==> src/rtl/gpio_stream_bridge.sv <==
// gpio_stream_bridge: GPIO-side pin/word stream bridge in the io_clk domain.
// Packs PIN_W-wide pin beats into WORD_W words and unpacks result words into
// pin beats. Also synchronises asynchronous status bits and keeps sticky
// rising-edge flags for them.
`timescale 1ns/1ps
module gpio_stream_bridge #(
    parameter int PIN_W       = 11,
    parameter int WORD_W      = 55,
    parameter int NUM_STATUS  = 3,
    parameter int SYNC_STAGES = 2
) (
    input  logic                  io_clk,
    input  logic                  io_rst_n,
    // pack path
    input  logic                  pin_wenq,
    input  logic [PIN_W-1:0]      pin_wdata,
    output logic                  pin_wfull_n,
    output logic                  ovf_o,
    output logic                  word_out_valid,
    output logic [WORD_W-1:0]     word_out_data,
    input  logic                  word_out_ready,
    // unpack path
    input  logic                  word_in_valid,
    input  logic [WORD_W-1:0]     word_in_data,
    output logic                  word_in_ready,
    input  logic                  pin_deq,
    output logic [PIN_W-1:0]      pin_rdata,
    output logic                  pin_rempty_n,
    // status path
    input  logic [NUM_STATUS-1:0] status_async_i,
    output logic [NUM_STATUS-1:0] status_o,
    output logic [NUM_STATUS-1:0] status_sticky_o,
    input  logic [NUM_STATUS-1:0] status_clr
);

    localparam int BEATS = (WORD_W + PIN_W - 1) / PIN_W;
    localparam int EXT_W = BEATS * PIN_W;
    localparam int CNT_W = $clog2(BEATS + 1);
    localparam logic [CNT_W-1:0] LAST  = CNT_W'(BEATS - 1);
    localparam logic [CNT_W-1:0] NBEAT = CNT_W'(BEATS);
    localparam logic [CNT_W-1:0] ONE   = CNT_W'(1);

    // ------------------------------------------------------------------
    // Pack path
    // ------------------------------------------------------------------
    // The assembly register is a whole number of beats wide. The bits of the
    // final beat above WORD_W are stored but never reach the holding register.
    logic [EXT_W-1:0]  r_asm;
    logic [EXT_W-1:0]  w_asm;
    logic [CNT_W-1:0]  r_wcnt;
    logic [WORD_W-1:0] r_hold;
    logic              r_hvld;
    logic              r_ovf;
    logic              w_full;
    logic              w_acc;
    logic              w_fin;

    // Beat acceptance. Full is taken from registers only, so the result does
    // not change with word_out_ready in the same cycle.
    always_comb begin
        w_full = r_hvld && (r_wcnt == LAST);
        w_acc  = pin_wenq && !w_full;
        w_fin  = w_acc && (r_wcnt == LAST);
        w_asm  = r_asm;
        w_asm[r_wcnt*PIN_W +: PIN_W] = pin_wdata;
    end

    // Assembly, beat counter, holding register and sticky overflow.
    always_ff @(posedge io_clk or negedge io_rst_n) begin
        if (!io_rst_n) begin
            r_asm  <= '0;
            r_wcnt <= '0;
            r_hold <= '0;
            r_hvld <= 1'b0;
            r_ovf  <= 1'b0;
        end else begin
            if (w_acc) begin
                r_asm  <= w_asm;
                r_wcnt <= w_fin ? '0 : r_wcnt + ONE;
            end
            if (pin_wenq && w_full)
                r_ovf <= 1'b1;
            // A final beat can only land while the holding register is empty.
            if (w_fin) begin
                r_hold <= w_asm[WORD_W-1:0];
                r_hvld <= 1'b1;
            end else if (word_out_ready) begin
                r_hvld <= 1'b0;
            end
        end
    end

    assign pin_wfull_n    = !w_full;
    assign ovf_o          = r_ovf;
    assign word_out_valid = r_hvld;
    assign word_out_data  = r_hold;

    // ------------------------------------------------------------------
    // Unpack path
    // ------------------------------------------------------------------
    logic [EXT_W-1:0] r_sh;
    logic [CNT_W-1:0] r_rcnt;
    logic             w_in_rdy;

    assign w_in_rdy = (r_rcnt == '0);

    // Load a word zero-extended to whole beats, then shift one beat out per
    // pop. After the last pop the register is fully shifted out, so
    // pin_rdata returns to zero.
    always_ff @(posedge io_clk or negedge io_rst_n) begin
        if (!io_rst_n) begin
            r_sh   <= '0;
            r_rcnt <= '0;
        end else if (word_in_valid && w_in_rdy) begin
            r_sh   <= EXT_W'(word_in_data);
            r_rcnt <= NBEAT;
        end else if (pin_deq && !w_in_rdy) begin
            r_sh   <= r_sh >> PIN_W;
            r_rcnt <= r_rcnt - ONE;
        end
    end

    assign word_in_ready = w_in_rdy;
    assign pin_rempty_n  = !w_in_rdy;
    assign pin_rdata     = r_sh[PIN_W-1:0];

    // ------------------------------------------------------------------
    // Status path: one synchroniser, output register and sticky flag per bit
    // ------------------------------------------------------------------
    for (genvar g = 0; g < NUM_STATUS; g++) begin : g_stat
        logic [SYNC_STAGES-1:0] r_sync;
        logic                   r_stat;
        logic                   r_stky;
        logic                   w_rise;

        assign w_rise = r_sync[SYNC_STAGES-1] && !r_stat;

        // The sticky flag rises on the same edge as status_o. When a rise
        // and a clear arrive together, the rise wins.
        always_ff @(posedge io_clk or negedge io_rst_n) begin
            if (!io_rst_n) begin
                r_sync <= '0;
                r_stat <= 1'b0;
                r_stky <= 1'b0;
            end else begin
                r_sync <= {r_sync[SYNC_STAGES-2:0], status_async_i[g]};
                r_stat <= r_sync[SYNC_STAGES-1];
                if (w_rise)
                    r_stky <= 1'b1;
                else if (status_clr[g])
                    r_stky <= 1'b0;
            end
        end

        assign status_o[g]        = r_stat;
        assign status_sticky_o[g] = r_stky;
    end

endmodule

==> config.mk <==
export PLATFORM = sky130hd
export DESIGN_NAME = gpio_stream_bridge
export DESIGN_NICKNAME = d
export VERILOG_FILES = /design/src/rtl/gpio_stream_bridge.sv
export SDC_FILE = /design/constraint.sdc
export NUM_CORES = 1
export LEC_CHECK = 0
export BUFFER_PORTS_ARGS = -buffer_cell sky130_fd_sc_hd__buf_4
export CORE_MARGIN = 8
export CORE_UTILIZATION = 30
export CTS_CLUSTER_SIZE = 12
export DETAILED_ROUTE_END_ITERATION = 10
export GPL_TIMING_DRIVEN = 1
export MAX_ROUTING_LAYER = met4
export SYNTH_ARGS = -nofsm -noshare
export SYNTH_HDL_FRONTEND = slang
export SYNTH_SLANG_ARGS = --single-unit
export TNS_END_PERCENT = 5
==> constraint.sdc <==
create_clock -name io_clk -period 2.9 [get_ports io_clk]
set_input_delay 0 -clock io_clk [delete_from_list [all_inputs] [get_ports io_clk]]
set_output_delay 0 -clock io_clk [all_outputs]
set_load 0.005 [all_outputs]
## Word level (Yosys, flattened, before mapping)

Index checks and enable logic that the tools add are counted.

- Bits in registers: 185
- Bits of input ports: 78
- Output and inout bits: 77

- $add $sub $neg: 3
- Multipliers: 1
- Equal/unequal tests: 1
- Shift-type cells: 2
- Muxes and demuxes: 14
- Reduce and logical (&&, ||, !) cells: 20

Operators by type and width:

| kind | count |
|---|---|
| two-way mux 55 bit | 2 |
| bitwise mux 55 bit | 1 |
| variable shift 11 x 34 -> 55 bit, first input constant | 1 |
| variable part select 11 x 34 -> 55 bit | 1 |
| negator 7 -> 34 bit | 1 |
| nonzero test 2 bit | 5 |
| logical AND 1 bit | 9 |
| two-way mux 3 bit | 3 |
| two-way mux 1 bit | 8 |
| multiplier 3 x 4 -> 7 bit, second input constant | 1 |
| zero test 1 bit | 5 |
| adder 3 x 1 -> 3 bit, second input constant | 1 |
| == test 3 bit, second input constant | 1 |
| zero test 3 bit | 1 |
| subtractor 3 x 1 -> 3 bit, second input constant | 1 |

## Logic depth before layout (Yosys ltp)

- Word-level depth: 6
- Gate-level depth with buffers: 9

## Worst setup path before layout

OpenSTA, ideal clock, no wires.

- Kind: reg2reg
- Start: register r_wcnt[0]
- End: register r_asm[44]
- Arrival: 2.046 ns
- Data required time: 2.772 ns
- Setup slack: 0.727 ns
- Cell stages (with the launch flop): 9
- Buffers on the path: 2
- Clock period less this slack: 2.173 ns
- Path through: dfrtp_1 > inv_1 > ha_1 > ha_1 > buf_2 > nor3_1 > nand3_1 > buf_4 > mux2_1

- Longest elaborated chain between the ends: 4
- Elaborated cells between the ends (all ways): 9
- Those cells by class: 1 x add/sub; 1 x mul; 1 x eq/ne; 2 x shift; 1 x mux; 3 x reduce/logical

RTL lines:

| what | line | source |
|---|---|---|
| from (decl) | 50 | `logic [CNT_W-1:0] r_wcnt;` |
| from (signal assigned) | 79 | `r_wcnt <= w_fin ? '0 : r_wcnt + ONE;` |
| multiplier 3 x 4 -> 7 bit / == test 3 bit (equally long branches) | 65, 61 |  |
| negator 7 -> 34 bit / logical AND 1 bit (equally long branches) | 65, 61 |  |
| variable part select 11 x 34 -> 55 bit, or another cell as far along | 65 | `w_asm[r_wcnt*PIN_W +: PIN_W] = pin_wdata;` |
| bitwise mux 55 bit / logical AND 1 bit (equally long branches) | 65, 62 |  |
| to (signal assigned) | 78 | `r_asm <= w_asm;` |
| to (decl) | 48 | `logic [EXT_W-1:0] r_asm;` |

Several ways; a longest one is shown, not always the timed one.
A chain may end at the register's enable or synchronous reset.

## Worst setup path after layout

- Start: register r_wcnt[0]
- End: register r_asm[34]

Same word-level chain as after synthesis.

==> summary.txt <==
Final layout
  – Layout Nets: between 1000 and 1500
  – Fin cells: 1317
  – Share of layout cells above drive strength 1: 0.232
  – Synth-to-Final Area Change: 32.6%
  – N_diodes: 0
  – Fillers: 2589

Timing
  – Measured slew at the worst slew-check pin: 0.922 ns
  – Max Freq: 0.400 GHz
  – Setup TNS: 0 ns
  – Final max-slew violation count: 0
  – Minimum clock period: ~2.5 ns
  – Final setup fails: 0
  – Worst slew margin: 0.385
  – Final period util: 0.861
  – Minimum hold slack: 0.0500 ns
  – RSZ-0062 raised after global routing: false
  – Post-Route Skew: 0.0132 ns
  – Final Hold Fails: 0

Setup path
  – Top delay family on crit path: simple AND/OR/NAND/NOR gates
  – Critical path required time: 3.27 ns
  – Worst Path Buf+Inv: 1
  – Worst Path Max Fanout: 12
  – CP arrival: 2.86 ns
  – Startpoint types: register
  – Crit path largest cell delay: 0.56 ns
  – Critical Path Sink Type: register
  – CP Class: register to register
  – CP cell instances: inv_1 -> ha_1 -> ha_1 -> and4bb_1 -> and2_1 -> a22o_1
  – CP most frequent cell: ha_1
  – Critical path's slowest cell: and4bb_1

Power
  – Seq pwr share: 0.408
  – LEAKAGE: 4.91 nW
  – PwrDens: roughly 950 nW/um^2
  – Clock power share: 0.230
  – Worst VDD drop: 0.432 mV
  – Final Power: 0.0103 W
  – Logic pwr share: 0.362
  – Switching share of power: 0.362
  – P_sw: approximately 0.0037 W
  – Int Pwr: approximately 0.0066 W

Global routing
  – Initial antenna violation count: 0
  – Global route overflow: 0
  – First-pass GRT wire length: 40100 um
  – Vias in the first global route: 7022
  – Largest net degree at the start of global routing: just under 90
  – Total Routing Usage GR: 0.155

Yosys
  – Most common cell in the netlist: dfrtp_1
  – Synth Warn #: 0
  – Ranking of synthesized cells by area: dfrtp_1, a31oi_1, nor2_1
  – Register area share after synthesis: 0.566
  – Commonest cells post-synth: dfrtp_1, nor2_1, a31oi_1
  – Syn Nets: 877
  – Post-synthesis sequential element count: 185
  – Mean Syn Cell Area: 10.3 um^2
  – Distinct cells, synth: 43
  – Post-synth ARST share: 1.00
  – Synth top area share: 0.566
  – Post-synth EDFFs: 0
  – Most common flop cell mapped by yosys: dfrtp_1
  – Synth area leader: dfrtp_1
  – Cells after Synth: 792
  – Area of the mapped netlist: around 8200 um^2

Drt
  – Total number of vias: 6783
  – Wire per inst: 18.6 um
  – # DRC: 0
  – Drt initial violations: 700
  – Detailed Route WL: 24500 um
  – Vias per cell: between 5 and 6
  – DR pass1 iterations: 5
  – Routed Antenna Nets: 0

Floorplanning
  – Core area: 26900 um^2
  – Total I/O pin count: between 150 and 200
  – Initial Util: 0.304
  – Die H: about 180 um
  – Die area: 32800 um^2
  – Die Wd: approximately 180 um
  – Num rows: 60

Clock tree
  – CTS tree: done
  – Post-CTS setup buffers: 0
  – Number of CTS-inserted buffers: 17
  – Clock sink count: about 190
  – # hold bufs at CTS: 75
  – CTS root buffer: clkbuf_16
  – Clock Path Buffers: 2
  – Reg clk slew, reported paths: ~0.08 ns
  – H-tree levels: 4
  – CTS resizes: 0
  – Worst skew pair latency: 0.44 ns

Status
  – Status: finished clean

Placed design
  – I/O Buffers: 154
  – Placed cell count: approximately 1200
  – GP Congestion: 0.785
  – DP HPWL: 15600 um

Hold path
  – Hold crit path type: input pin to async pin

Job
  – Max cap viols: 0
[area by class of cell]
| class | instances | area [um^2] | share of cell area |
|---|---|---|---|
| Sequential cell | 185 | 4630 | 0.427 |
| Multi-Input combinational cell | 495 | 3030 | 0.279 |
| Timing Repair Buffer | 249 | 2100 | 0.194 |
| Clock buffer | 18 | 439 | 0.0405 |
| Tap cell | 341 | 427 | 0.0393 |
| Clock inverter | 14 | 165 | 0.0152 |
| Inverter | 15 | 56.3 | 0.00519 |
[power groups by stage]
stage          Sequential (W)  Combinational, W  Clock [W]
2_1_floorplan         0.00410           0.00227          0
3_3_place_gp          0.00424           0.00363          0
3_5_place_dp          0.00426           0.00371          0
4_1_cts               0.00421           0.00379    0.00245
5_1_grt               0.00434           0.00418    0.00255
6_report              0.00422           0.00373    0.00237
[flip-flops by register name, indices dropped and copies added, names as in the netlist]
| signal | count |
|---|---|
| g_stat.r_stky | 3 |
| ovf_o | 1 |
| word_out_data | 55 |
| g_stat.r_sync | 6 |
| r_rcnt | 3 |
| word_out_valid | 1 |
| r_wcnt | 3 |
| g_stat.r_stat | 3 |
| r_asm | 55 |
| r_sh | 55 |
[through the flow]
stage | area [um^2] | utilization | setup WS (ns)
after detailed placement | 9490 | 0.353 | 0.422
final | 10800 | 0.403 | 0.403
after floorplan | 8180 | - | 0.727
after CTS | 10800 | 0.403 | 0.398
after global placement | 9490 | 0.353 | 0.515
after global routing | 10800 | 0.403 | 0.226
[path summary, 6_finish.rpt]
check / start / to / slack [ns] / cells after the start
setup / recovery: r_wcnt[0]$_DFFE_PN0P_ / r_asm[34]$_DFFE_PN0P_ / 0.40 / 6
hold reg to reg: g_stat[1].r_sync[0]$_DFF_PN0_ / g_stat[1].r_sync[1]$_DFF_PN0_ / 0.35 / 0
hold / removal: io_rst_n / word_out_data[8]$_DFFE_PN0P_ / 0.05 / 2
min in group io_clk: pin_deq / r_sh[42]$_DFFE_PN0P_ / 0.11 / 3
max in group asynchronous: io_rst_n / r_sh[14]$_DFFE_PN0P_ / 2.02 / 3
setup reg to reg: r_wcnt[0]$_DFFE_PN0P_ / r_asm[34]$_DFFE_PN0P_ / 0.40 / 6
[kinds of logic (layout without fill, tap and decap cells)]
logic type | Yosys count | count (layout) | share of synthesized area
compound gates | 237 | 237 | 0.193
simple gates | 229 | 229 | 0.131
flops | 185 | 185 | 0.566
buf+inv | 112 | 296 | 0.0643
mux | 22 | 22 | 0.0349
fa+ha+maj | 7 | 7 | 0.0107
[routing by layer]
metal | share of wire | vias to the layer above | GRT usage
met5 | 0 | - | -
met1 | 0.44 | 3314 | 0.201
met2 | 0.47 | 243 | 0.237
li1 | - | 3188 | -
met4 | 0.027 | 0 | 0.0525
met3 | 0.059 | 38 | 0.0369
[placed cells by master (no fill, tap or decap), types with 17 or more instances in the layout]
| cell type | n |
|---|---|
| nor2_1 | 90 |
| a22o_1 | 33 |
| nand3_1 | 45 |
| dfrtp_1 | 185 |
| dlygate4sd3_1 | 75 |
| buf_4 | 170 |
| o21ai_1 | 34 |
| o21ai_0 | 36 |
| clkbuf_16 | 17 |
| nand2_1 | 46 |
| a21oi_1 | 24 |
| a31oi_1 | 56 |
Power figures use the tool's default switching activity.
